### config.mk
export PLATFORM = sky130hd
export DESIGN_NAME = spi_fifo_shifter
export DESIGN_NICKNAME = d
export VERILOG_FILES = /design/src/rtl/spi_fifo_shifter_pkg.sv /design/src/rtl/spi_fifo_shifter_clk_gen.sv /design/src/rtl/spi_fifo_shifter.sv
export SDC_FILE = /design/constraint.sdc
export NUM_CORES = 1
export LEC_CHECK = 0
export CORE_MARGIN = 3
export CORE_UTILIZATION = 35
export DETAILED_ROUTE_END_ITERATION = 10
export GPL_TIMING_DRIVEN = 0
export SLEW_MARGIN = 30
export SYNTH_ARGS = -nofsm -noshare
export SYNTH_HDL_FRONTEND = slang
export SYNTH_SLANG_ARGS = --single-unit
### constraint.sdc
create_clock -name i_clk -period 4.86 [get_ports i_clk]
set_input_delay 1.215 -clock i_clk [delete_from_list [all_inputs] [get_ports i_clk]]
set_output_delay 1.215 -clock i_clk [all_outputs]
set_load 0.01 [all_outputs]
### src/rtl/spi_fifo_shifter_pkg.sv
// rtl/spi_fifo_shifter_pkg.sv - shared types and constants for the SPI FIFO shifter
// Purpose: FSM state encoding and bit-counter width helper.
// Ports: none (package).
package spi_fifo_shifter_pkg;

  typedef enum logic [1:0] {
    ST_IDLE,
    ST_SETUP,
    ST_SHIFT,
    ST_HOLD
  } state_e;

  // The bit counter must be able to hold the value D_SIZE itself (word-done test).
  function automatic int bit_cnt_width(input int d_size);
    return $clog2(d_size + 1);
  endfunction

  localparam int DEF_D_SIZE    = 16;
  localparam int DEF_BIT_CNT_W = bit_cnt_width(DEF_D_SIZE);

endpackage

### src/rtl/spi_fifo_shifter_clk_gen.sv
// rtl/spi_fifo_shifter_clk_gen.sv - SCLK half-period counter and edge strobes
// Purpose: counts 0..clk_div while running, toggles SCLK on expiry when allowed.
// Ports:
//   i_clk, i_rst      clock, async active-high reset
//   i_run             count enable (FSM not idle); counter held at 0 otherwise
//   i_toggle_en       SCLK may toggle on expiry (SHIFT state)
//   i_clk_div         half-period = i_clk_div+1 cycles
//   o_sclk            registered SPI clock, idle low
//   o_tick            half-period expiry strobe
//   o_rise / o_fall   expiry that will drive SCLK 0->1 / 1->0 at the next edge
module spi_clk_gen #(
  parameter int DIV_W = 8
) (
  input  logic             i_clk,
  input  logic             i_rst,
  input  logic             i_run,
  input  logic             i_toggle_en,
  input  logic [DIV_W-1:0] i_clk_div,
  output logic             o_sclk,
  output logic             o_tick,
  output logic             o_rise,
  output logic             o_fall
);

  logic [DIV_W-1:0] cnt_q;
  logic [DIV_W-1:0] div_q;
  logic             sclk_q;

  // The divider is re-sampled only at expiry so a mid-word change never
  // lets the counter run past its terminal value.
  assign o_tick = i_run && (cnt_q == div_q);
  assign o_rise = o_tick && i_toggle_en && !sclk_q;
  assign o_fall = o_tick && i_toggle_en && sclk_q;
  assign o_sclk = sclk_q;

  always_ff @(posedge i_clk or posedge i_rst) begin
    if (i_rst) begin
      cnt_q  <= '0;
      div_q  <= '0;
      sclk_q <= 1'b0;
    end else if (!i_run) begin
      cnt_q  <= '0;
      div_q  <= i_clk_div;
      sclk_q <= 1'b0;
    end else begin
      if (o_tick) begin
        cnt_q <= '0;
        div_q <= i_clk_div;
      end else begin
        cnt_q <= cnt_q + 1'b1;
      end
      if (o_rise || o_fall) begin
        sclk_q <= ~sclk_q;
      end
    end
  end

endmodule

### src/rtl/spi_fifo_shifter.sv
// rtl/spi_fifo_shifter.sv - SPI mode-0 master fed from a show-ahead FIFO
// Purpose: pops words from the FIFO, shifts them out MSB-first, captures MISO.
// Ports:
//   i_clk, i_rst                    clock, async active-high reset
//   i_enable                        permits starting/continuing transfers
//   i_clk_div                       SCLK half-period = i_clk_div+1 cycles
//   i_fifo_data, i_fifo_empty       FIFO show-ahead read port
//   o_fifo_rd_inc                   one-cycle pop strobe
//   o_sclk, o_mosi, i_miso, o_cs_n  SPI bus
//   o_rx_data, o_rx_valid           received word and its update pulse
//   o_busy                          FSM not idle
module spi_fifo_shifter
  import spi_fifo_shifter_pkg::*;
#(
  parameter int D_SIZE = 16,
  parameter int DIV_W  = 8
) (
  input  logic              i_clk,
  input  logic              i_rst,
  input  logic              i_enable,
  input  logic [DIV_W-1:0]  i_clk_div,
  input  logic [D_SIZE-1:0] i_fifo_data,
  input  logic              i_fifo_empty,
  output logic              o_fifo_rd_inc,
  output logic              o_sclk,
  output logic              o_mosi,
  input  logic              i_miso,
  output logic              o_cs_n,
  output logic [D_SIZE-1:0] o_rx_data,
  output logic              o_rx_valid,
  output logic              o_busy
);

  localparam int              BIT_W    = bit_cnt_width(D_SIZE);
  localparam logic [BIT_W-1:0] BIT_LAST = BIT_W'(D_SIZE);

  state_e            state_q;
  logic [D_SIZE-1:0] tx_q;
  logic [D_SIZE-1:0] rx_q;
  logic [D_SIZE-1:0] rx_data_q;
  logic [BIT_W-1:0]  bit_q;
  logic              cs_n_q;
  logic              mosi_q;
  logic              rx_valid_q;

  logic tick;
  logic rise;
  logic fall;
  logic can_load;
  logic word_done;
  logic load;

  spi_clk_gen #(
    .DIV_W(DIV_W)
  ) u_clk_gen (
    .i_clk      (i_clk),
    .i_rst      (i_rst),
    .i_run      (state_q != ST_IDLE),
    .i_toggle_en(state_q == ST_SHIFT),
    .i_clk_div  (i_clk_div),
    .o_sclk     (o_sclk),
    .o_tick     (tick),
    .o_rise     (rise),
    .o_fall     (fall)
  );

  // The pop strobe is combinational because the show-ahead data is taken in
  // the same cycle; gating with i_rst keeps it low while reset is held.
  assign can_load      = i_enable && !i_fifo_empty && !i_rst;
  assign word_done     = (state_q == ST_SHIFT) && fall && (bit_q == BIT_LAST);
  assign load          = can_load && ((state_q == ST_IDLE) || word_done);
  assign o_fifo_rd_inc = load;

  assign o_mosi     = mosi_q;
  assign o_cs_n     = cs_n_q;
  assign o_rx_data  = rx_data_q;
  assign o_rx_valid = rx_valid_q;
  assign o_busy     = (state_q != ST_IDLE);

  always_ff @(posedge i_clk or posedge i_rst) begin
    if (i_rst) begin
      state_q    <= ST_IDLE;
      tx_q       <= '0;
      rx_q       <= '0;
      rx_data_q  <= '0;
      bit_q      <= '0;
      cs_n_q     <= 1'b1;
      mosi_q     <= 1'b0;
      rx_valid_q <= 1'b0;
    end else begin
      rx_valid_q <= 1'b0;
      case (state_q)
        ST_IDLE: begin
          if (load) begin
            tx_q    <= i_fifo_data;
            mosi_q  <= i_fifo_data[D_SIZE-1];
            cs_n_q  <= 1'b0;
            bit_q   <= '0;
            state_q <= ST_SETUP;
          end
        end
        ST_SETUP: begin
          if (tick) begin
            state_q <= ST_SHIFT;
          end
        end
        ST_SHIFT: begin
          if (rise) begin
            rx_q  <= {rx_q[D_SIZE-2:0], i_miso};
            bit_q <= bit_q + 1'b1;
          end else if (fall) begin
            if (bit_q != BIT_LAST) begin
              mosi_q <= tx_q[D_SIZE-2];
              tx_q   <= {tx_q[D_SIZE-2:0], 1'b0};
            end else begin
              rx_data_q  <= rx_q;
              rx_valid_q <= 1'b1;
              if (load) begin
                // Back-to-back word: CS stays low, SCLK keeps its cadence.
                tx_q   <= i_fifo_data;
                mosi_q <= i_fifo_data[D_SIZE-1];
                bit_q  <= '0;
              end else begin
                state_q <= ST_HOLD;
              end
            end
          end
        end
        ST_HOLD: begin
          if (tick) begin
            cs_n_q  <= 1'b1;
            state_q <= ST_IDLE;
          end
        end
        default: state_q <= ST_IDLE;
      endcase
    end
  end

endmodule

==> out/metrics.csv <==
metric;value;unit
status;complete, no violations;
most area-hungry cell type in the Yosys netlist;dfrtp_1;
CTS Buf Count;9;
Routed WL per cell;13.9;um
Rel. slew slack;55.9;%
Final Instance Count excl. Fillers;448;
Worst setup SP type;primary input;
ANT cells;0;
combinational share of power;26.6;%
die area;10800;um^2
Setup Skew;10.7;ps
I/O Pins;51;
H-tree Lvls;3;
fin crit share;85.5;%
Pins Over Slew Limit;0;
Seq/Total Area, Yosys;55.0;%
overall power;1.93;mW
DRT iter0 DRCs;77;
share of cells above drive strength 1;27.6;%
CP Depth;5;
FFs w/ async S/R, synth;100;%
area grow syn2layout;27.1;%
Post-CTS Hold Fix Bufs;0;
Critical Path, Cell by Cell;clkdlybuf4s50_1 -> inv_4 -> nand3b_1 -> a21oi_1 -> clkdlybuf4s50_1;
Placed Area;4050;um^2
min cycle time layout;4160;ps
post-synth top area share;54.3;%
Sw Ratio;30.0;%
Min-Delay Path Class;flip-flop to flip-flop;
fmax;241;MHz
vias in the first global route;2202;
Setup CP Type;primary input to output pin;
CP peak stage delay;550;ps
Crit Path Max Fanout;36;
most common library cells after synthesis;dfrtp_1, mux2_2, a21o_1;
ys flop type;dfrtp_1;
sequential power share;45.5;%
clock share of power;27.9;%
Worst-Skew Late Latency;350;ps
CP Capture Type;output pin;
largest net degree at the start of global routing;41;
syn avg cell area;13.4;um^2
DR vias;2183;
max cap viols;0;
die width;104;um
Psw;0.578;mW
remaining antenna violation count after routing;0;
first-pass GRT wire length;10.7;mm
met1 wire length;3.03;mm
data required time of the critical path;3640;ps
YS warnings;0;
residual DRC count;0;
Rows;35;
Max rail drop VDD;0.277;mV
CTS tree;yes;
first-pass iteration count of the detailed router;4;
crit-path leading delay family;buffers and inverters;
Final setup viols;0;
most frequent cell after synthesis;dfrtp_1;
cell mode on critical path;clkdlybuf4s50_1;
synthesis-stage register bit count;74;
via/cell ratio;4.87;
Initial Util;36.3;%
PortBufs;50;
TritonCTS Sinks;74;
Power Dens Cells;450;nW/um^2
gpl congestion;0.750;
top layer reached by signal wires;met4;
Fin Setup TNS;0;ps
Design Area, Final;4280;um^2
chip height;104;um
Root Driver;clkbuf_8;
Static Leak;1.91;nW
final WL;6.21;mm
Max stage delay cell, worst path;clkdlybuf4s50_1;
Layout Nets;350;
Synth cell types;43;
syn nets;288;
GR Overflow Total;0;
Hold Crit Depth;1;
RSZ-0062 raised after global routing;no;
routed wire length on met2;2.81;mm
core area;9280;um^2
post-CTS sizing;0;
Placed Cells;432;
Arr. time, crit path;2940;ps
Internal Power;1.35;mW
Worst Path Buf+Inv;3;
GRT Total Usage;12.0;%
DP Wirelength;4.34;mm
final hold violation count;0;
Reg clk slew, reported paths;80;ps
Least-Margin Pin Slew;656;ps
Max clock buf depth;2;
initial antenna violation count;0;
Post-synth EDFFs;0;
FF-to-FF path depth;10;
Synth area leaders;dfrtp_1, mux2_2, o221a_2, a21o_1, ha_1;
Syn Inst Count;252;
postcts setup bufs;0;
Mapped Area;3370;um^2
met3 wire length;289;um
logic make-up (layout without fill, tap and decap cells):
kind of cell | after synthesis | count (layout) | share of synthesized area, %
adder cells (fa/ha/maj) | 7 | 7 | 2.60
multiplexers | 41 | 41 | 13.7
flip-flops | 74 | 74 | 55.0
XOR/XNOR | 17 | 17 | 4.87
AND/OR/NAND/NOR | 44 | 44 | 8.25
AO/OA/AOI/OAI | 50 | 50 | 12.5
buffers and inverters | 19 | 86 | 3.01
worst paths after layout:
check / endpoint / slack [ps] / start
max: o_fifo_rd_inc / 700 / i_rst
min: o_rx_data[12] / 510 / o_rx_data[12]
max reg2reg: tx_q[2] / 2450 / state_q[0]
min reg2reg: o_rx_data[12] / 510 / o_rx_data[12]
max in group asynchronous: o_cs_n / 2990 / i_rst
min in group asynchronous: tx_q[6] / 1260 / i_rst
state kept, by name, indices dropped and copies added, names as in the netlist:
signal            count
tx_q                 15
u_clk_gen.cnt_q       8
rx_q                 16
state_q               2
o_rx_data            16
bit_q                 5
u_clk_gen.div_q       8
o_mosi                1
u_clk_gen.o_sclk      1
o_cs_n                1
o_rx_valid            1
layer usage:
layer,global-route usage (%),vias up
met5,0,-
met4,4.27,0
met3,3.91,11
met2,18.3,45
met1,16.1,1080
li1,-,1047
power by group through the flow:
stage                     clock network, mW  registers, mW  logic, mW
after global routing                  0.579          0.901      0.569
after CTS                             0.553          0.877      0.519
after global placement                    0          0.885      0.507
final                                 0.537          0.875      0.513
after detailed placement                  0          0.889      0.516
after floorplan                           0          0.861      0.399
through the flow:
step	worst slack (ps)	utilization (%)	hold WS, ps
global placement	-1390	43.4	490
detailed placement	634	43.6	493
global route	545	46.1	521
finish	703	46.1	508
floorplan	355	-	475
CTS	634	46.1	511
layout make-up:
class / count / area (um^2)
fillers: 887 / 5010
flip-flops and latches: 74 / 1850
well taps: 129 / 161
plain buffers: 10 / 67.6
repair buffers: 51 / 520
inverters: 9 / 36.3
clock buffers: 10 / 138
clock inverters: 6 / 88.8
multi-input cells: 159 / 1410
layout by cell type, fill, tap and decap left out, drive strengths merged:
master,n
a2111oi,1
a21boi,2
a21o,17
a21oi,4
a32o,1
a32oi,1
a41o,1
and3,2
and4,2
and4bb,1
buf,7
bufinv,2
clkbuf,14
clkdlybuf4s50,50
clkinv,1
clkinvlp,2
dfrtp,73
dfstp,1
ha,7
inv,10
mux2,41
nand2b,3
nand3,13
nand3b,1
nand4,4
nor2,13
nor2b,1
nor3,2
nor3b,1
o21ai,4
o221a,15
o22ai,1
o2bb2ai,2
o32ai,1
or4,1
xnor2,10
xor2,7
Power figures use the tool's default switching activity.
